[src/rtl/uart_rx_if.sv]
// Byte-stream bundle between the UART receiver and its consumer, plus debug/status.
// The master side is the receiver; the slave side drives the line and the ready.
interface uart_rx_if;
   logic       rx_in;
   logic       rx_ready;
   logic [7:0] rx_data;
   logic       rx_valid;
   logic       frame_err;
   logic       overrun;
   logic       busy;
   logic [1:0] state;

   modport master (
      input  rx_in, rx_ready,
      output rx_data, rx_valid, frame_err, overrun, busy, state
   );

   modport slave (
      output rx_in, rx_ready,
      input  rx_data, rx_valid, frame_err, overrun, busy, state
   );
endinterface

[src/rtl/uart_rx.sv]
// 8-N-1 UART receiver: 8x oversampling from a phase-accumulator tick, LSB-first
// deserialiser with stop-bit check and a valid/ready byte output.
module uart_rx #(
   parameter int ACC_WIDTH = 20,
   parameter int INCREMENT = 1448
) (
   input  logic      clk,
   input  logic      rst,
   uart_rx_if.master bus
);

   typedef enum logic [1:0] {
      IDLE  = 2'b00,
      START = 2'b01,
      DATA  = 2'b10,
      STOP  = 2'b11
   } state_t;

   localparam logic [ACC_WIDTH:0] INC = (ACC_WIDTH+1)'(INCREMENT);

   logic [ACC_WIDTH:0] r_acc;
   logic               w_tick;
   logic               r_sync1;
   logic               r_sync2;
   logic               r_prev;
   state_t             r_state;
   state_t             w_state_nxt;
   logic [2:0]         r_tc;
   logic [2:0]         w_tc_nxt;
   logic [2:0]         r_idx;
   logic [2:0]         w_idx_nxt;
   logic [7:0]         r_shift;
   logic [7:0]         w_shift_nxt;
   logic               w_deliver;
   logic               w_ferr;
   logic [7:0]         r_data;
   logic               r_valid;
   logic               r_ferr;
   logic               r_overrun;

   // The carry out of the accumulator is the one-clk oversample enable.
   always_ff @(posedge clk or negedge rst) begin
      if (!rst) r_acc <= '0;
      else      r_acc <= {1'b0, r_acc[ACC_WIDTH-1:0]} + INC;
   end

   assign w_tick = r_acc[ACC_WIDTH];

   always_ff @(posedge clk or negedge rst) begin
      if (!rst) begin
         r_sync1 <= 1'b1;
         r_sync2 <= 1'b1;
         r_prev  <= 1'b1;
      end else begin
         r_sync1 <= bus.rx_in;
         r_sync2 <= r_sync1;
         if (w_tick) r_prev <= r_sync2;
      end
   end

   always_ff @(posedge clk or negedge rst) begin
      if (!rst) begin
         r_state <= IDLE;
         r_tc    <= '0;
         r_idx   <= '0;
         r_shift <= '0;
      end else begin
         r_state <= w_state_nxt;
         r_tc    <= w_tc_nxt;
         r_idx   <= w_idx_nxt;
         r_shift <= w_shift_nxt;
      end
   end

   always_comb begin
      w_state_nxt = r_state;
      w_tc_nxt    = r_tc;
      w_idx_nxt   = r_idx;
      w_shift_nxt = r_shift;
      w_deliver   = 1'b0;
      w_ferr      = 1'b0;
      if (w_tick) begin
         case (r_state)
            IDLE: begin
               // Only a 1->0 transition starts a frame, so a held-low line is ignored.
               if (!r_sync2 && r_prev) begin
                  w_state_nxt = START;
                  w_tc_nxt    = 3'd0;
               end
            end
            START: begin
               w_tc_nxt = r_tc + 3'd1;
               if (r_tc == 3'd3) begin
                  w_tc_nxt    = 3'd0;
                  w_idx_nxt   = 3'd0;
                  w_state_nxt = r_sync2 ? IDLE : DATA;
               end
            end
            DATA: begin
               w_tc_nxt = r_tc + 3'd1;
               if (r_tc == 3'd7) begin
                  w_tc_nxt             = 3'd0;
                  w_shift_nxt[r_idx]   = r_sync2;
                  if (r_idx == 3'd7) w_state_nxt = STOP;
                  else               w_idx_nxt   = r_idx + 3'd1;
               end
            end
            STOP: begin
               w_tc_nxt = r_tc + 3'd1;
               if (r_tc == 3'd7) begin
                  w_tc_nxt    = 3'd0;
                  w_state_nxt = IDLE;
                  w_deliver   = r_sync2;
                  w_ferr      = !r_sync2;
               end
            end
            default: w_state_nxt = IDLE;
         endcase
      end
   end

   // A delivery coinciding with an accept replaces the byte without flagging overrun.
   always_ff @(posedge clk or negedge rst) begin
      if (!rst) begin
         r_data    <= '0;
         r_valid   <= 1'b0;
         r_ferr    <= 1'b0;
         r_overrun <= 1'b0;
      end else begin
         r_ferr <= w_ferr;
         if (w_deliver) begin
            if (!r_valid || bus.rx_ready) begin
               r_data  <= r_shift;
               r_valid <= 1'b1;
            end else begin
               r_overrun <= 1'b1;
            end
         end else if (r_valid && bus.rx_ready) begin
            r_valid   <= 1'b0;
            r_overrun <= 1'b0;
         end
      end
   end

   assign bus.rx_data   = r_data;
   assign bus.rx_valid  = r_valid;
   assign bus.frame_err = r_ferr;
   assign bus.overrun   = r_overrun;
   assign bus.busy      = (r_state != IDLE);
   assign bus.state     = r_state;

endmodule

[src/flat_wrapper.sv]
// flat-port wrapper written by rule: the top's interface ports become plain ports
module uart_rx_flat 
#(
   parameter int ACC_WIDTH = 20,
   parameter int INCREMENT = 1448
)
  (clk, rst, bus_rx_in, bus_rx_ready, bus_rx_data, bus_rx_valid, bus_frame_err, bus_overrun, bus_busy, bus_state);
  uart_rx_if bus_i ();
  input  logic clk;
  input  logic rst;
  input wire logic [$bits(bus_i.rx_in)-1:0] bus_rx_in;
  input wire logic [$bits(bus_i.rx_ready)-1:0] bus_rx_ready;
  output wire logic [$bits(bus_i.rx_data)-1:0] bus_rx_data;
  output wire logic [$bits(bus_i.rx_valid)-1:0] bus_rx_valid;
  output wire logic [$bits(bus_i.frame_err)-1:0] bus_frame_err;
  output wire logic [$bits(bus_i.overrun)-1:0] bus_overrun;
  output wire logic [$bits(bus_i.busy)-1:0] bus_busy;
  output wire logic [$bits(bus_i.state)-1:0] bus_state;
  assign bus_i.rx_in = bus_rx_in;
  assign bus_i.rx_ready = bus_rx_ready;
  assign bus_rx_data = bus_i.rx_data;
  assign bus_rx_valid = bus_i.rx_valid;
  assign bus_frame_err = bus_i.frame_err;
  assign bus_overrun = bus_i.overrun;
  assign bus_busy = bus_i.busy;
  assign bus_state = bus_i.state;
  uart_rx #(.ACC_WIDTH(ACC_WIDTH), .INCREMENT(INCREMENT)) u_core (.clk(clk), .rst(rst), .bus(bus_i));
endmodule
[config.mk]
export PLATFORM = sky130hd
export DESIGN_NAME = uart_rx_flat
export DESIGN_NICKNAME = d
export VERILOG_FILES = /design/src/rtl/uart_rx_if.sv /design/src/rtl/uart_rx.sv /design/src/flat_wrapper.sv
export SDC_FILE = /design/constraint.sdc
export NUM_CORES = 1
export LEC_CHECK = 0
export CORE_AREA = 3 3 66 84
export DETAILED_ROUTE_END_ITERATION = 10
export DIE_AREA = 0 0 69 87
export GPL_ROUTABILITY_DRIVEN = 1
export PLACE_DENSITY_LB_ADDON = 0.2
export RECOVER_POWER = 50
export SLEW_MARGIN = 20
export SYNTH_ARGS = -nofsm -noshare
export SYNTH_HDL_FRONTEND = slang
export SYNTH_SLANG_ARGS = --single-unit
[constraint.sdc]
create_clock -name clk -period 2.1 [get_ports clk]
set_input_delay 0.21 -clock clk [delete_from_list [all_inputs] [get_ports clk]]
set_output_delay 0.21 -clock clk [all_outputs]
set_load 0.03 [all_outputs]
# [Yosys cells after proc, flatten, opt, wreduce, memory -nomap -nowiden]
# Cells that the tools add are included.
[totals] in_bits=4 wordCells=78 register_bits=51 out_inout_bits=14
[classes] reduce_logical=18 magnitude_cmp=2 n_eq_ne=14 n_addsub=3 muxes=29
[op_table] cell="adder 20 x 11 -> 21 bit (second input constant)" n=1
[op_table] cell="two-way mux 3 bit" n=6
[op_table] cell="two-way mux 1 bit" n=12
[op_table] cell="two-way mux 2 bit" n=6
[op_table] cell="!= test 2 x 1 -> 1 bit (second input constant)" n=5
[op_table] cell="one-hot mux 3 bit (3 select lines)" n=1
[op_table] cell="bitwise mux 8 bit" n=1
[op_table] cell="one-hot mux 2 bit (4 select lines)" n=1
[op_table] cell="AND reduction 2 bit" n=4
[op_table] cell="adder 3 x 1 -> 3 bit (second input constant)" n=2
[op_table] cell="== test 3 bit (second input constant)" n=2
[op_table] cell="!= test 2 bit (second input constant)" n=3
[op_table] cell="one-hot mux 3 bit (2 select lines)" n=1
[op_table] cell="AND reduction 6 bit" n=1
[op_table] cell="nonzero test 2 bit" n=3
[op_table] cell="AND reduction 5 bit" n=1
[op_table] cell="== test 2 bit (second input constant)" n=2
[op_table] cell="< comparator 3 x 4 -> 1 bit (second input constant)" n=1
[op_table] cell="demux 1 bit (select 3 bit)" n=1
[op_table] cell="== test 3 x 2 -> 1 bit (second input constant)" n=1
[op_table] cell=">= comparator 3 x 1 -> 1 bit (second input constant)" n=1
[op_table] cell="logical AND 1 bit" n=3
[op_table] cell="AND reduction 3 bit" n=1
[op_table] cell="== test 2 x 1 -> 1 bit (second input constant)" n=1
[op_table] cell="other kinds (4)" n=5

# [Longest topological paths before layout]
[logic_depth] depth_word=6 depth_mapped=7 ltp_nobuf=7

# [Least setup slack after synthesis]
# Ideal clock, no wire load.
[synth_timing] path_kind="register to register" start="reg u_core.r_tc[0]" end="reg u_core.r_data[0] (netlist: u_core.bus.rx_data[0])" period_less_slack_ns=1.782 setup_slack_ns=0.318 n_path_buf=0 t_arrival_ns=1.654 stages_incl_launch_ff=7 path_cell_list="dfrtp_1 -> ha_1 -> ha_1 -> and4_1 -> and2_2 -> nand2_4 -> mux2_1"
[synth_via] elab_chain_len=5
[synth_rtl] item="start, declared" line="uart_rx.sv:28" text="logic [2:0] r_tc;"
[synth_rtl] item="start signal, assigned" line="uart_rx.sv:69" text="r_tc <= w_tc_nxt;"
[synth_rtl] item="== test 3 bit" line="uart_rx.sv:110" text="if (r_tc == 3'd7) begin"
[synth_rtl] item="two-way mux 1 bit" line="uart_rx.sv:110"
[synth_rtl] item="two-way mux 1 bit" line="uart_rx.sv:83" text="case (r_state)"
[synth_rtl] item="two-way mux 1 bit" line="uart_rx.sv:82" text="if (w_tick) begin"
[synth_rtl] item="AND reduction 2 bit (no line)"
[synth_rtl] item="end signal, assigned" line="uart_rx.sv:133" text="r_data <= r_shift;"
[synth_rtl] item="end, declared" line="uart_rx.sv:36" text="logic [7:0] r_data;"
# Every way passes these cells.
# A chain may end at the register's enable or synchronous reset.

==> results_tabular.tex <==
\begin{tabular}{lr}
\hline
Metric & Value \\
\hline
\multicolumn{2}{l}{\textbf{Run status}} \\
\quad Outcome & completed \\
\multicolumn{2}{l}{\textbf{Worst setup path}} \\
\quad Slack of the worst reg-to-reg path & 0.17 ns \\
\quad Critical path data required time & 1.89 ns \\
\quad Sort of element at the end of the critical path & output port \\
\quad Worst r2r path cells & 6 \\
\quad Data arrival at the endpoint of the critical path & 1.74 ns \\
\quad Crit start category & flip-flop \\
\quad Chain of cells forming the critical path & or2\_2 > clkdlybuf4s50\_1 \\
\quad Maximum fanout encountered on the critical timing path & 11 \\
\quad Cell type of the slowest stage on the worst timing path & clkdlybuf4s50\_1 \\
\quad Capturing point of the worst reg2reg path & u\_core.bus.rx\_data[3] \\
\quad Critical Setup Path Class & flip-flop to output port \\
\quad Delay of the slowest critical-path stage & 0.60 ns \\
\quad Launch instance of the worst register-to-register path & u\_core.r\_tc[0] \\
\multicolumn{2}{l}{\textbf{Global routing}} \\
\quad Total Routing Usage GR & 12.96\% \\
\quad Global Route met1 Usage & 14.42\% \\
\quad Met3 layer usage reported by global route & 3.695\% \\
\quad Wire length of the first global-routing pass & 6348 um \\
\quad Most crowded layer after global routing & met2 \\
\quad Remaining Overflow, GRT & 0 \\
\quad Maximum number of pins on one net before global-route repair & 49 \\
\quad Vias in the first global route & 1447 \\
\quad Initial antenna violation count & 0 \\
\quad Met2 global-route usage & 23.78\% \\
\multicolumn{2}{l}{\textbf{Synth}} \\
\quad Xor and xnor fraction of the mapped netlist area & 6.148\% \\
\quad Largest area contributor in the netlist & dfrtp\_1 \\
\quad Yosys cell types & 34 \\
\quad Simple-gate portion of the synthesized area & 14.58\% \\
\quad \#FFs+latches synth & 48 \\
\quad Fraction of the mapped netlist area in compound gates & 5.679\% \\
\quad Share of synthesized cell area in full adder, half adder and majority cells & 4.098\% \\
\quad Mapped cell area & 2137 um\^{}2 \\
\quad Post-synthesis sequential area ratio & 56.38\% \\
\quad Main area contributors after synthesis & dfrtp\_1, mux2\_2, mux2\_1 \\
\quad Synth top area share & 52.69\% \\
\quad Largest family of logic cells by synthesized area & simple AND/OR/NAND/NOR gates \\
\quad Net Count, Synth & 192 \\
\quad Mux contribution to synthesized area & 10.89\% \\
\quad Syn avg cell area & 11.81 um\^{}2 \\
\quad Synthesized netlist cell count & 181 \\
\quad Total number of yosys warnings & 0 \\
\multicolumn{2}{l}{\textbf{Die}} \\
\quad Standard-cell rows & 28 \\
\quad Total Die Area & 6003 um\^{}2 \\
\quad Core box area & 4765 um\^{}2 \\
\quad Die span in x & 69 um \\
\quad Die height & 87 um \\
\quad Starting utilization of the core area & 44.85\% \\
\quad Boundary Pins & 18 \\
\multicolumn{2}{l}{\textbf{Placement}} \\
\quad Last weighted congestion value of the routability-driven placer & 0.7645 \\
\quad Estimated wirelength of the detail-placed design & 2533 um \\
\quad Placed Area & 2379 um\^{}2 \\
\quad I/O Buffers & 17 \\
\multicolumn{2}{l}{\textbf{Route}} \\
\quad Ratio of routed vias to standard cells & 5.227 \\
\quad Final antenna-violating net count & 0 \\
\quad WL final & 3434 um \\
\quad Wire length per cell after detailed routing & 13.01 um \\
\quad First-pass iteration count of the detailed router & 4 \\
\quad Iter 0 DRT Violations & 65 \\
\quad Number of remaining DRC errors & 0 \\
\quad Total number of vias & 1380 \\
\multicolumn{2}{l}{\textbf{Final layout}} \\
\quad Number of diodes & 0 \\
\quad Register cell area after layout & 1205 um\^{}2 \\
\quad Area added between synthesis and finish & 14.99\% \\
\quad Footprint of the multi-input gates & 884.6 um\^{}2 \\
\quad Commonest non-fill, non-tap cell in the layout & dfrtp\_1 \\
\quad Most frequent cells in the layout & dfrtp\_1, clkdlybuf4s50\_1, nand2\_1 \\
\quad Number of fill cells in the layout & 433 \\
\quad Number of nets in the layout & 215 \\
\quad Layout Cell Area excl Fill & 2457 um\^{}2 \\
\quad Share of post-route cells with drive strength above 1 & 12.75\% \\
\multicolumn{2}{l}{\textbf{Job}} \\
\quad Maximum Capacitance Violations & 0 \\
\multicolumn{2}{l}{\textbf{Power}} \\
\quad Total power & 1458 uW \\
\quad Peak supply drop & 0.0003965 V \\
\quad Ratio of total power to cell area & 593.2 nW/um\^{}2 \\
\quad Reported leakage power & 0.001173 uW \\
\multicolumn{2}{l}{\textbf{STA}} \\
\quad Max\_slew headroom & 25.27\% \\
\quad Final hold vios & 0 \\
\quad Maximum clock frequency & 513.4 MHz \\
\quad Fin Setup TNS & 0 ns \\
\quad RSZ-0062 raised after global routing & no \\
\quad Min Hold Slack & 0.2024 ns \\
\quad Ratio of final minimum period to clock period & 92.74\% \\
\quad Shortest clock period the worst path allows after layout & 1.948 ns \\
\quad Setup-failing EPs final & 0 \\
\quad Final Max Tran Viols & 0 \\
\quad Slew at the pin closest to its max-slew limit & 1.121 ns \\
\quad Post-Route Skew & 0.004812 ns \\
\multicolumn{2}{l}{\textbf{Clocking}} \\
\quad Number of buffers created by CTS & 5 \\
\quad Clock latency of the later-clocked register in the worst-skew pair & 0.29 ns \\
\quad Root Buffer & clkbuf\_8 \\
\quad Clock-pin slew of the registers on the worst-case setup and hold paths & 0.08 ns \\
\quad Max clock buf depth & 2 \\
\quad Sink Count & 48 \\
\quad CTS H-tree depth & 2 \\
\quad Post-CTS setup buffers & 0 \\
\quad Hold Buf Count CTS & 0 \\
\quad TritonCTS clock tree & built \\
\quad Number of instances resized during post-cts repair & 0 \\
\multicolumn{2}{l}{\textbf{Worst hold path}} \\
\quad Kind of path behind the tightest hold check & input pin to async pin \\
\hline
\end{tabular}
## sequential cells by signal, summed over array words and instances, names as in the netlist, named ones only
signal	cells
u_core.r_acc	18
u_core.bus.frame_err	1
u_core.r_sync2	1
u_core.bus.rx_valid	1
u_core.r_prev	1
u_core.bus.overrun	1
u_core.r_idx	3
u_core.r_tc	3
u_core.r_shift	8
u_core.bus.rx_data	8
u_core.bus.state	1
u_core.r_sync1	1
## synthesized netlist by cell type (all sizes together)
cell type,count
mux2,18
a21o,1
inv,9
buf,2
and3,7
a311oi,1
o21a,2
mux2i,3
o32ai,1
a41oi,1
xor2,10
or2,1
o21ai,8
a21oi,5
nand3,6
nand2b,5
and2,3
nor3b,2
nor2,10
nand4,4
nand2,13
dfrtp,45
nor2b,3
and4,2
dfstp,3
o31ai,1
xnor2,5
ha,7
nor3,2
clkbuf,1
## stage by stage
stage,setup slack (ns),std cells,utilization (%)
3_3_place_gp,0.2542,257,49.92
6_report,0.1524,264,51.58
5_1_grt,0.07872,264,51.58
2_1_floorplan,0.3181,181,-
3_5_place_dp,0.1747,257,49.92
4_1_cts,0.1398,264,51.63
## critical path: cells and delay by family (launching register included)
family | cells | cell delay, ns
buffers and inverters | 1 | 0.60
DFF | 1 | 0.50
and+or+nand+nor | 1 | 0.35
## cells by family after synthesis
| kind of cell | count (synthesis) |
|---|---|
| and+or+nand+nor | 58 |
| DFF | 48 |
| muxes | 21 |
| AOI/OAI and AO/OA | 20 |
| xor gates and xnor gates | 15 |
| buffers and inverters | 12 |
| adders and majority gates | 7 |
## report_power, final
| part | internal [uW] | switching, uW | total [uW] |
|---|---|---|---|
| Combinational | 4.62 | 17.6 | 22.2 |
| Sequential | 927 | 3.07 | 930 |
| Clock | 225 | 280 | 505 |
## metal layers
layer	routed length, um	part of all wire [%]	vias up
met5	0	0	-
met4	53	1.5	0
met3	109	3.2	6
met2	1806	53	19
met1	1464	43	688
li1	-	-	667
## layout make-up
type                       count  area share [%]
multi-input combinational    121           36.00
timing repair buffer          19           7.230
sequential                    48           49.03
inverter                       9           1.375
tap                           60           3.055
clock inverter                 2          0.5092
clock buffer                   5           2.800
## worst max-delay path by stage
stage,start,endpoint
6_report,flip-flop,bus_busy
5_1_grt,flip-flop,bus_busy
4_1_cts,flip-flop,bus_busy
3_5_place_dp,u_core.r_tc[0],u_core.bus.rx_data[3]
3_3_place_gp,u_core.r_tc[0],u_core.bus.rx_data[2]
2_1_floorplan,u_core.r_tc[0],u_core.bus.rx_data[0]
No activity file was read; power rests on OpenSTA's default activity.
==> patch 1: new RTL, same flow settings <==
`ACC_WIDTH` is set to 20 in 2 places; all go to 30.
--- a/src/rtl/uart_rx.sv
+++ b/src/rtl/uart_rx.sv
@@ -2,5 +2,5 @@
 // deserialiser with stop-bit check and a valid/ready byte output.
 module uart_rx #(
-   parameter int ACC_WIDTH = 20,
+   parameter int ACC_WIDTH = 30,
    parameter int INCREMENT = 1448
 ) (
--- a/src/flat_wrapper.sv
+++ b/src/flat_wrapper.sv
@@ -2,5 +2,5 @@
 module uart_rx_flat 
 #(
-   parameter int ACC_WIDTH = 20,
+   parameter int ACC_WIDTH = 30,
    parameter int INCREMENT = 1448
 )
Behaviour: no difference found for any inputs over 10 cycles, from zero or initial values and one cycle with rst low; that may be too few to reach the edited logic, so the function may still have changed.
==> patch 1 against the original RTL <==
  * Register-to-register slack improved by 70 ps
  * Cell count increased by 16%
  * Maximum frequency is 1.4% lower
  * Sequential cell count grew 10
  * Synthesized area increased by 22%
  * Setup slack lost 28 ps
  * Clock power grew 83%
  * Sequential power rose by 20%
  * Design area increased by 24%
  * Wire length increased by 25%
  * Power grew 42%
  * Via count increased by 19%
  * Critical endpoint unchanged
==> patch 1: results (changes against the original RTL) <==
GR Util met1 0.1924 (was 0.1442); Worst Path Max Fanout 10 (was 11); sequential share of the synthesized area 0.5581 (was 0.5638); CTS HTree Levels 3 (was 2); layout cells sized above 1 0.1755 (was 0.1275); clock-pin slew on the worst setup and hold paths 60 ps (was 80 ps); worst IR drop on VDD 0.3862 mV (was 0.3965 mV); post-route minimum period 1976 ps (was 1948 ps); flop2flop setup slack 240 ps (was 170 ps); via total after detailed routing 1638 (was 1380); GRT met3 Usage 0.02887 (was 0.03695); HP Class register to register (was input port to asynchronous set/reset pin); global-route wire length before repair 7686 microns (was 6348 microns); Initial DRC Count 113 (was 65); placed cell count 288 (was 257); post-synth net total 223 (was 192); most frequent cells after synthesis dfrtp_1 (55), xnor2_1 (20), nand2_1 (17) (was dfrtp_1 (45), nand2_1 (12), mux2_2 (10), nor2_1 (10), xor2_1 (10)); outcome complete, no violations (unchanged); TritonCTS Buffers 9 (was 5); post-synthesis mux area share 0.1046 (was 0.1089); WHS 361.7 ps (was 202.4 ps); clock skew 6.449 ps (was 4.812 ps); actual slew at the worst max-slew pin 1088 ps (was 1121 ps); Synth Area in Compound Gates 0.05422 (was 0.05679); Skew-Pair Late Insertion Delay 320 ps (was 290 ps)
-- patch 1: worst reg2reg max path, delay by kind of cell (launching register included) --
| family | cells | cell delay, ps |
|---|---|---|
| adder cells (fa/ha/maj) | 2 | 490 |
| multiplexers | 1 | 320 |
| AND/OR/NAND/NOR | 3 | 560 |
| flip-flops | 1 | 390 |
-- patch 1: routing by layer --
| layer | vias to the layer above | part of all wire |
|---|---|---|
| met5 | - | 0 |
| met4 | 0 | 0.024 |
| met3 | 10 | 0.025 |
| met2 | 22 | 0.50 |
| met1 | 814 | 0.45 |
| li1 | 792 | - |
-- patch 1: layout make-up --
| class | count | area [sq um] |
|---|---|---|
| Inverter | 9 | 33.78 |
| Clock buffer | 14 | 172.7 |
| Sequential cell | 58 | 1455 |
| Fill cell | 410 | 1727 |
| Timing Repair Buffer | 21 | 191.4 |
| Clock inverter | 2 | 10.01 |
| Tap cell | 60 | 75.07 |
| Multi-Input combinational cell | 141 | 1100 |
-- patch 1: path summary, 6_finish.rpt --
kind | start | end | cells after the start
max | u_core.bus.state[0] | bus_busy | 2
min | u_core.r_sync1 | u_core.r_sync2 | 0
max reg2reg | u_core.r_tc[0] | u_core.bus.rx_data[2] | 6
min reg2reg | u_core.r_sync1 | u_core.r_sync2 | 0
max in group asynchronous | rst | u_core.r_prev | 3
min in group asynchronous | rst | u_core.bus.frame_err | 2
-- patch 1: power breakdown --
| group | internal [mW] | leakage, nW | switching (mW) |
|---|---|---|---|
| clock | 0.522 | 0.0965 | 0.400 |
| sequential | 1.12 | 0.768 | 0.00347 |
| combinational | 0.00632 | 0.550 | 0.0220 |
-- patch 1: what timing repair did --
item	in CTS	in global routing
setup endpoints to repair	0	0
buffers inserted	0	0
hold endpoints to repair	17	0
hold buffers	1	0
==> patch 2: new RTL, config.mk and constraints unchanged <==
Made on the original files. Make the reset (`rst`) synchronous in 4 clocked blocks.
--- a/src/rtl/uart_rx.sv
+++ b/src/rtl/uart_rx.sv
@@ -40,5 +40,5 @@
 
    // The carry out of the accumulator is the one-clk oversample enable.
-   always_ff @(posedge clk or negedge rst) begin
+   always_ff @(posedge clk) begin
       if (!rst) r_acc <= '0;
       else      r_acc <= {1'b0, r_acc[ACC_WIDTH-1:0]} + INC;
@@ -47,5 +47,5 @@
    assign w_tick = r_acc[ACC_WIDTH];
 
-   always_ff @(posedge clk or negedge rst) begin
+   always_ff @(posedge clk) begin
       if (!rst) begin
          r_sync1 <= 1'b1;
@@ -59,5 +59,5 @@
    end
 
-   always_ff @(posedge clk or negedge rst) begin
+   always_ff @(posedge clk) begin
       if (!rst) begin
          r_state <= IDLE;
@@ -121,5 +121,5 @@
 
    // A delivery coinciding with an accept replaces the byte without flagging overrun.
-   always_ff @(posedge clk or negedge rst) begin
+   always_ff @(posedge clk) begin
       if (!rst) begin
          r_data    <= '0;
Formal check against the unedited RTL: no difference found for any inputs over 10 cycles, from zero or initial values and one cycle with rst low; that may be too few to reach the edited logic, so the function may still have changed.
==> patch 2 against the original RTL <==
  * Critical endpoint unchanged
  * Synthesized area is 4.7% higher
  * Largest cell class is now multi-input gates
  * Count of clock-buffer cells in the layout is the same
  * Clock skew about the same
  * Design area increased by 3.1%
  * Sequential cell count stayed put
  * Setup slack got worse by 5.5 ps
  * Global-route usage grew 0.15 points
  * Wire length increased by 6.7%
  * Synthesized cell count is 29% higher
Power is not compared: it rests on default switching activity, and its combinational part moved more than twofold at a synthesized area within 25%.
==> patch 2: results (changes against the original RTL) <==
outcome complete, no violations (unchanged); Power Sequential roughly 1.0 mW; Initial DRC Count 96 (was 65); post-synthesis mux area share 0.1073 (was 0.1089); I/O Buffers 17 (unchanged); Adder-Cell Fraction of Synth Area 0.03913 (was 0.04098); met3 wire length 100 microns (was 109 microns); M1 wire length 1768 microns (was 1464 microns); clock sinks 48 (unchanged); HP Class register to register (was input port to asynchronous set/reset pin); met2 wire len 1731 microns (was 1806 microns); most frequent cells after synthesis dfxtp_1 (48), mux2i_1 (24), nor2b_1 (23) (was dfrtp_1 (45), nand2_1 (12), mux2_2 (10), nor2_1 (10), xor2_1 (10)); inverters 9 (unchanged); # diodes 0 (unchanged); actual slew at the worst max-slew pin 625.3 ps (was 1121 ps); GR Util met1 0.1459 (was 0.1442); Reg with most FFs u_core.r_acc (unchanged); worst IR drop on VDD between 0.4 and 0.5 mV; post-synth net total 245 (was 192); TritonRoute pass-1 iters 4 (unchanged); Tot GR Track Use 0.1311 (was 0.1296); Synth Area in XOR/XNOR 0.03130 (was 0.06148); Non-CTS buffers 21 (was 19); Power Clock 521 uW; post-synth cell types 42 (was 34); GP Congestion 0.7313 (was 0.7645); clock skew 4.419 ps (was 4.812 ps); global-route wire length before repair 6561 microns (was 6348 microns); Synth Area in Compound Gates 0.09558 (was 0.05679); WL final 3663 microns (was 3434 microns); fraction of area in registers 0.3798 (was 0.4903); clk cell area share 0.03210 (was 0.03310); clock buffer count 5 (unchanged); nets@finish 261 (was 215); Main synth FF type dfxtp_1 (was dfrtp_1); Yosys warning count 0 (unchanged); fraction of area in multi-input gates 0.4701 (was 0.3600); sequential share of the synthesized area 0.4293 (was 0.5638); Worst Path Max Fanout 16 (was 11); largest net degree at the start of global routing 39 (was 49); CP peak stage delay 670 ps (was 600 ps); # fillers 456 (was 433); Crit path max-delay family buffers and inverters (unchanged); layout cells sized above 1 0.06000 (was 0.1275); CTS root buffer clkbuf_8 (unchanged); Async SR Flop Fraction 0 (was 1.000); via total after detailed routing 1568 (was 1380); Synth area leaders dfxtp_1 (43%), mux2i_1 (11%), nor2b_1 (6.4%), ha_1 (3.9%), nand2_1 (2.9%) (was dfrtp_1 (53%), mux2_2 (5.3%), mux2_1 (4.2%), ha_1 (4.1%), xor2_1 (4.1%)); GRT met3 Usage 0.03002 (was 0.03695); slowest library cell on the worst path clkdlybuf4s50_1 (unchanged); met2 Track Usage GR 0.2396 (was 0.2378); comb_multi_in 165 (was 121); Leakage 1.034 nW; arrival time worst endpoint 1740 ps (about the same); crit path kind register to output pin (unchanged); hpwl dp 2533 microns (about the same); Data buffer area share 0.07506 (was 0.07230)
==> patch 2: worst paths after layout <==
check | slack (ps) | endpoint | start | depth (start not counted)
worst min-delay path | 410 | u_core.r_sync2 | u_core.r_sync1 | 1
worst max-delay path | 150 | bus_busy | u_core.bus.state[0] | 2
worst min register to register | 410 | u_core.r_sync2 | u_core.r_sync1 | 1
worst max register to register | 220 | u_core.r_idx[0] | u_core.r_idx[1] | 6
==> patch 2: what timing repair did <==
item / CTS / global route
setup endpoints to repair: 0 / 1
hold buffers: 0 / 0
gates resized for setup: 0 / 1
==> patch 2: stage by stage <==
stage,instance area (sq um),cells,utilization,worst slack [ps],hold WS [ps]
floorplan,2238,234,-,411.2,311.5
detailed placement,2467,303,0.5179,235.2,399.5
global placement,2467,303,0.5179,287.9,391.1
global route,2534,310,0.5318,53.11,429.6
CTS,2549,310,0.5349,44.81,420.6
finish,2534,310,0.5318,146.8,414.0
